## src/rtl/pkg_mem_cmp.sv

```systemverilog
// Shared types and constants for the memory-region comparator.
package pkg_mem_cmp;

  typedef enum logic [2:0] {
    StIdle,
    StRdA,
    StRdB,
    StCmp,
    StDone
  } state_e;

  // Bytes per word at the default 32-bit data width.
  localparam int unsigned WordBytes = 4;

  function automatic int unsigned word_bytes(int unsigned dwidth);
    return dwidth / 8;
  endfunction

endpackage

```

## src/rtl/mem_cmp_unit.sv

```systemverilog
// Combinational word compare. Bitwise by default; numeric |A-B| > tol when
// MEM_CMP_TOLERANCE_EN is defined.
module mem_cmp_unit #(
  parameter int unsigned DWidth = 32
) (
  input  logic [DWidth-1:0] a_i,
  input  logic [DWidth-1:0] b_i,
  input  logic [DWidth-1:0] tol_i,
  output logic              mismatch_o
);

`ifdef MEM_CMP_TOLERANCE_EN
  logic [DWidth:0] diff;
  logic [DWidth:0] mag;

  // Sign-extend by one bit so the difference of two signed words cannot overflow.
  always_comb begin
    diff       = {a_i[DWidth-1], a_i} - {b_i[DWidth-1], b_i};
    mag        = diff[DWidth] ? (~diff + 1'b1) : diff;
    mismatch_o = (mag > {1'b0, tol_i});
  end
`else
  logic unused_tol;
  assign unused_tol = ^tol_i;
  assign mismatch_o = (a_i != b_i);
`endif

endmodule

```

## src/rtl/mem_region_cmp.sv

```systemverilog
// Memory-region comparator: walks two word regions over a req/ready read port and
// reports mismatch count and first mismatching offset. Optional MEM_CMP_TOLERANCE_EN.
module mem_region_cmp
  import pkg_mem_cmp::*;
#(
  parameter int unsigned DWidth   = 8 * WordBytes,
  parameter int unsigned AWidth   = 32,
  parameter int unsigned CntWidth = 24
) (
  input  logic                clk_i,
  input  logic                rst_ni,
  input  logic                start_i,
  input  logic [AWidth-1:0]   addr1_i,
  input  logic [AWidth-1:0]   addr2_i,
  input  logic [CntWidth-1:0] size_i,
  input  logic [DWidth-1:0]   tol_i,
  output logic                busy_o,
  output logic                done_o,
  output logic [CntWidth-1:0] mis_cnt_o,
  output logic                first_vld_o,
  output logic [CntWidth-1:0] first_off_o,
  output logic                mem_req_o,
  output logic [AWidth-1:0]   mem_addr_o,
  input  logic                mem_ready_i,
  input  logic [DWidth-1:0]   mem_rdata_i
);

  localparam int unsigned Wb      = word_bytes(DWidth);
  localparam int unsigned WbShift = $clog2(Wb);
  localparam logic [AWidth-1:0] AlignMask = {AWidth{1'b1}} << WbShift;

  state_e              state_q, state_d;
  logic [AWidth-1:0]   base_a_q, base_a_d;
  logic [AWidth-1:0]   base_b_q, base_b_d;
  logic [CntWidth-1:0] n_q, n_d;
  logic [CntWidth-1:0] idx_q, idx_d;
  logic [DWidth-1:0]   reg_a_q, reg_a_d;
  logic [DWidth-1:0]   reg_b_q, reg_b_d;
  logic [DWidth-1:0]   tol_q, tol_d;
  logic [CntWidth-1:0] mis_cnt_q, mis_cnt_d;
  logic                first_vld_q, first_vld_d;
  logic [CntWidth-1:0] first_off_q, first_off_d;

  logic [CntWidth-1:0] size_words;
  logic [CntWidth-1:0] off;
  logic                mismatch;

  assign size_words = size_i >> WbShift;
  assign off        = idx_q << WbShift;

  mem_cmp_unit #(
    .DWidth(DWidth)
  ) u_cmp (
    .a_i       (reg_a_q),
    .b_i       (reg_b_q),
    .tol_i     (tol_q),
    .mismatch_o(mismatch)
  );

  always_comb begin
    state_d     = state_q;
    base_a_d    = base_a_q;
    base_b_d    = base_b_q;
    n_d         = n_q;
    idx_d       = idx_q;
    reg_a_d     = reg_a_q;
    reg_b_d     = reg_b_q;
    tol_d       = tol_q;
    mis_cnt_d   = mis_cnt_q;
    first_vld_d = first_vld_q;
    first_off_d = first_off_q;

    unique case (state_q)
      StIdle: begin
        if (start_i) begin
          base_a_d    = addr1_i & AlignMask;
          base_b_d    = addr2_i & AlignMask;
          n_d         = size_words;
          idx_d       = '0;
          tol_d       = tol_i;
          mis_cnt_d   = '0;
          first_vld_d = 1'b0;
          first_off_d = '0;
          state_d     = (size_words == '0) ? StDone : StRdA;
        end
      end
      StRdA: begin
        if (mem_ready_i) begin
          reg_a_d = mem_rdata_i;
          state_d = StRdB;
        end
      end
      StRdB: begin
        if (mem_ready_i) begin
          reg_b_d = mem_rdata_i;
          state_d = StCmp;
        end
      end
      StCmp: begin
        if (mismatch) begin
          if (mis_cnt_q != '1) begin
            mis_cnt_d = mis_cnt_q + 1'b1;
          end
          if (!first_vld_q) begin
            first_vld_d = 1'b1;
            first_off_d = off;
          end
        end
        idx_d   = idx_q + 1'b1;
        state_d = (idx_q == n_q - 1'b1) ? StDone : StRdA;
      end
      StDone: begin
        state_d = StIdle;
      end
      default: begin
        state_d = StIdle;
      end
    endcase
  end

  always_ff @(posedge clk_i) begin
    if (!rst_ni) begin
      state_q     <= StIdle;
      base_a_q    <= '0;
      base_b_q    <= '0;
      n_q         <= '0;
      idx_q       <= '0;
      reg_a_q     <= '0;
      reg_b_q     <= '0;
      tol_q       <= '0;
      mis_cnt_q   <= '0;
      first_vld_q <= 1'b0;
      first_off_q <= '0;
    end else begin
      state_q     <= state_d;
      base_a_q    <= base_a_d;
      base_b_q    <= base_b_d;
      n_q         <= n_d;
      idx_q       <= idx_d;
      reg_a_q     <= reg_a_d;
      reg_b_q     <= reg_b_d;
      tol_q       <= tol_d;
      mis_cnt_q   <= mis_cnt_d;
      first_vld_q <= first_vld_d;
      first_off_q <= first_off_d;
    end
  end

  // Outputs decode state and registers only; the address wraps modulo 2^AWidth.
  always_comb begin
    busy_o     = (state_q == StRdA) || (state_q == StRdB) || (state_q == StCmp);
    done_o     = (state_q == StDone);
    mem_req_o  = (state_q == StRdA) || (state_q == StRdB);
    mem_addr_o = '0;
    if (state_q == StRdA) begin
      mem_addr_o = base_a_q + AWidth'(off);
    end else if (state_q == StRdB) begin
      mem_addr_o = base_b_q + AWidth'(off);
    end
  end

  assign mis_cnt_o   = mis_cnt_q;
  assign first_vld_o = first_vld_q;
  assign first_off_o = first_off_q;

endmodule

```

## config.mk

```make
export PLATFORM = sky130hd
export DESIGN_NAME = mem_region_cmp
export DESIGN_NICKNAME = d
export VERILOG_FILES = /design/src/rtl/pkg_mem_cmp.sv /design/src/rtl/mem_cmp_unit.sv /design/src/rtl/mem_region_cmp.sv
export SDC_FILE = /design/constraint.sdc
export NUM_CORES = 1
export LEC_CHECK = 0
export CORE_ASPECT_RATIO = 1.2
export CORE_MARGIN = 1.5
export CORE_UTILIZATION = 40
export DETAILED_ROUTE_END_ITERATION = 12
export GPL_ROUTABILITY_DRIVEN = 1
export PLACE_DENSITY = 0.66
export SLEW_MARGIN = 0
export SYNTH_ARGS = -nofsm -noshare
export SYNTH_HDL_FRONTEND = slang
export SYNTH_SLANG_ARGS = --single-unit
```

## constraint.sdc

```tcl
create_clock -name clk_i -period 3.85 [get_ports clk_i]
set_input_delay 0.77 -clock clk_i [delete_from_list [all_inputs] [get_ports clk_i]]
set_output_delay 0.77 -clock clk_i [all_outputs]
set_load 0.01 [all_outputs]
```

==> metrics.txt <==
DIE HEIGHT 196 um; RSZ-0062 raised after global routing yes; Yosys warnings 0; Final min period 4.16 ns; Core Rows 70; number of clock sinks 220; fillers 2813; CP required 3.08 ns; critical path class reg2out; Vias/cell approximately 5.3; GR Overflow Total 0; core area 30500 sq um; most frequent cells in the layout nand2_1, dfxtp_1, clkdlybuf4s50_1; Peak Freq 240 MHz; sequential fraction of the synthesis area 35.5%; total CTS buffers 25; Setup-failing EPs final 8; Max-Cap Viols 0; die width 164 um; EDFF count, synth 0; fin worst setup slack -0.308 ns; H-tree depth 1; IO Port Bufs 197; flops & latches, synth 220; sequential cell area around 4400 sq um; failing checks negative setup slack; vias in the first global route roughly 12000; root buf cell clkbuf_16; area grow syn2layout 34.6%; post-route clock skew about 0.017 ns; DIE AREA 32100 sq um; drt wl/cell 16.4 um; Netlist cell types 68; Clk pin slew, worst setup/hold paths approximately 0.060 ns; largest net degree at the start of global routing 126; 1st-pass router iterations 5; Pwr Density 343 nW/um^2; Final Non-Filler Cells around 2300; Max-Slew Margin vs Limit between 50% and 60%; Routed Antenna Nets 0; leakage around 0.0065 uW; layout cells sized above 1 15.3%; nets@finish 2046; HP Class reg2reg; Inst Count DP 2169; most common cell after layout, fill and taps aside nand2_1; Final HPWL DP about 26 mm; synthesized instance count 1589; Iteration-0 DRC Markers 812; TritonCTS clock tree done; gp weighted congestion 0.907; via count 11900; status finished, violations left; critical path launch point type flip-flop; clock buffer depth 3; VDD IR max roughly 0.34 mV; antenna violations before repair 3; Tot GR Track Use 22.4%; final wirelength 37.1 mm; Multi-input gate area 8130 sq um; ANT cells 0; cts hold-fix bufs 0; Initial Util between 40% and 50%; Critical Path AT ~3.4 ns; Worst Max-Slew Pin Slew about 0.68 ns; I/O pin count 240; max-slew violation count 0; endpoints failing hold 0; DP Worst Slack -0.367 ns; CP max FO 2; Remaining DRCs 0; Post-synth ARST share 0%; Worst-Skew Late Latency 0.53 ns; synthesized area 12400 sq um; top_reg_cell synth dfxtp_1; Worst setup EP type output port; first-pass GRT wire length roughly 58 mm; fin crit share 108%; Syn Area/Cell around 8 sq um
registers in the layout, indices dropped and copies added (netlist names):
register,count
base_a_q,30
mis_cnt_o,24
first_off_o,22
idx_q,24
n_q,22
first_vld_o,1
base_b_q,30
state_q,3
reg_b_q,32
reg_a_q,32
worst paths after layout:
path / from / to / slack, ns / cells after the start
setup / recovery: base_a_q[2] / mem_addr_o[6] / -0.31 / 19
hold / removal: base_a_q[11] / base_a_q[11] / 0.47 / 2
setup reg to reg: n_q[6] / state_q[2] / 0.47 / 9
hold reg to reg: base_a_q[11] / base_a_q[11] / 0.47 / 2
where the power goes:
part           switching [uW]  total [uW]  internal [uW]
registers                90.3        2460           2370
clock network             973        2380           1410
logic                     486         894            409
metal layers:
| metal | up-vias | routed length [um] | track usage [%] |
|---|---|---|---|
| met5 | - | 25 | 0 |
| met4 | 4 | 1320 | 7.81 |
| met3 | 83 | 2640 | 5.01 |
| met2 | 317 | 18100 | 39.9 |
| met1 | 5573 | 15000 | 26.0 |
| li1 | 5967 | - | - |
repair_timing:
| item | in CTS | in global routing |
|---|---|---|
| endpoints found under the setup margin | 23 | 25 |
| setup buffers | 34 | 10 |
| pin swaps | 41 | 50 |
| gates resized for setup | 156 | 53 |
worst max-delay path, cell delays in order, from the launching register on:
cell     delay, ns
dfxtp_2       0.34
ha_4          0.16
inv_2         0.05
fa_2          0.22
nor2b_4       0.05
buf_4         0.13
buf_6         0.10
buf_4         0.12
buf_4         0.12
buf_4         0.12
buf_4         0.12
buf_4         0.13
buf_4         0.12
buf_4         0.12
buf_4         0.13
buf_4         0.12
o21a_1        0.19
nor3_2        0.20
o32ai_2       0.13
buf_2         0.19
per-stage QoR:
step | util [%] | power (uW) | hold slack, ns | instance area, sq um | setup TNS (ns)
after floorplan | - | 3020 | 0.448 | 12400 | 0
after global placement | 49.6 | 3360 | 0.458 | 15100 | -1.62
after detailed placement | 49.6 | 3380 | 0.466 | 15100 | -1.71
after CTS | 54.0 | 5760 | 0.474 | 16500 | -1.62
after global routing | 54.9 | 5980 | 0.492 | 16700 | -2.97
final | 54.9 | 5730 | 0.468 | 16700 | -1.52
cell families after synthesis:
| kind of cell | synth area share [%] |
|---|---|
| multiplexers | 0.635 |
| buffers and inverters | 3.51 |
| AND/OR/NAND/NOR | 26.2 |
| flip-flops | 35.5 |
| other | 0.0302 |
| XOR/XNOR | 9.10 |
| AO/OA/AOI/OAI | 20.0 |
| adder cells (fa/ha/maj) | 5.06 |
synth_stat cells (11+ instances only):
library cell / number / area, sq um
nand2_1: 407 / 1530
and2_1: 36 / 225
nor4_1: 25 / 156
a21oi_1: 51 / 255
nand4_1: 18 / 113
o22ai_1: 21 / 131
inv_1: 14 / 52.6
a21o_1: 11 / 82.6
dfxtp_1: 220 / 4400
xnor2_1: 46 / 403
ha_1: 47 / 588
nor3_1: 23 / 115
nor2_1: 69 / 259
a21boi_0: 149 / 1120
o21a_1: 13 / 97.6
nand3_1: 45 / 225
nand2b_1: 12 / 75.1
o21ai_0: 55 / 275
nor2b_1: 15 / 93.8
clkbuf_1: 85 / 319
and3_1: 23 / 144
xor2_1: 83 / 727
area by class of cell:
cell class              count  share of cell area [%]
flip-flops and latches    220                    26.5
inverters                  14                   0.314
multi-input cells        1265                    48.6
repair buffers            315                    16.8
well taps                 396                    2.96
clock buffers              35                    4.21
clock inverters            10                   0.666
Note: power is estimated with default switching activity, not from simulation.
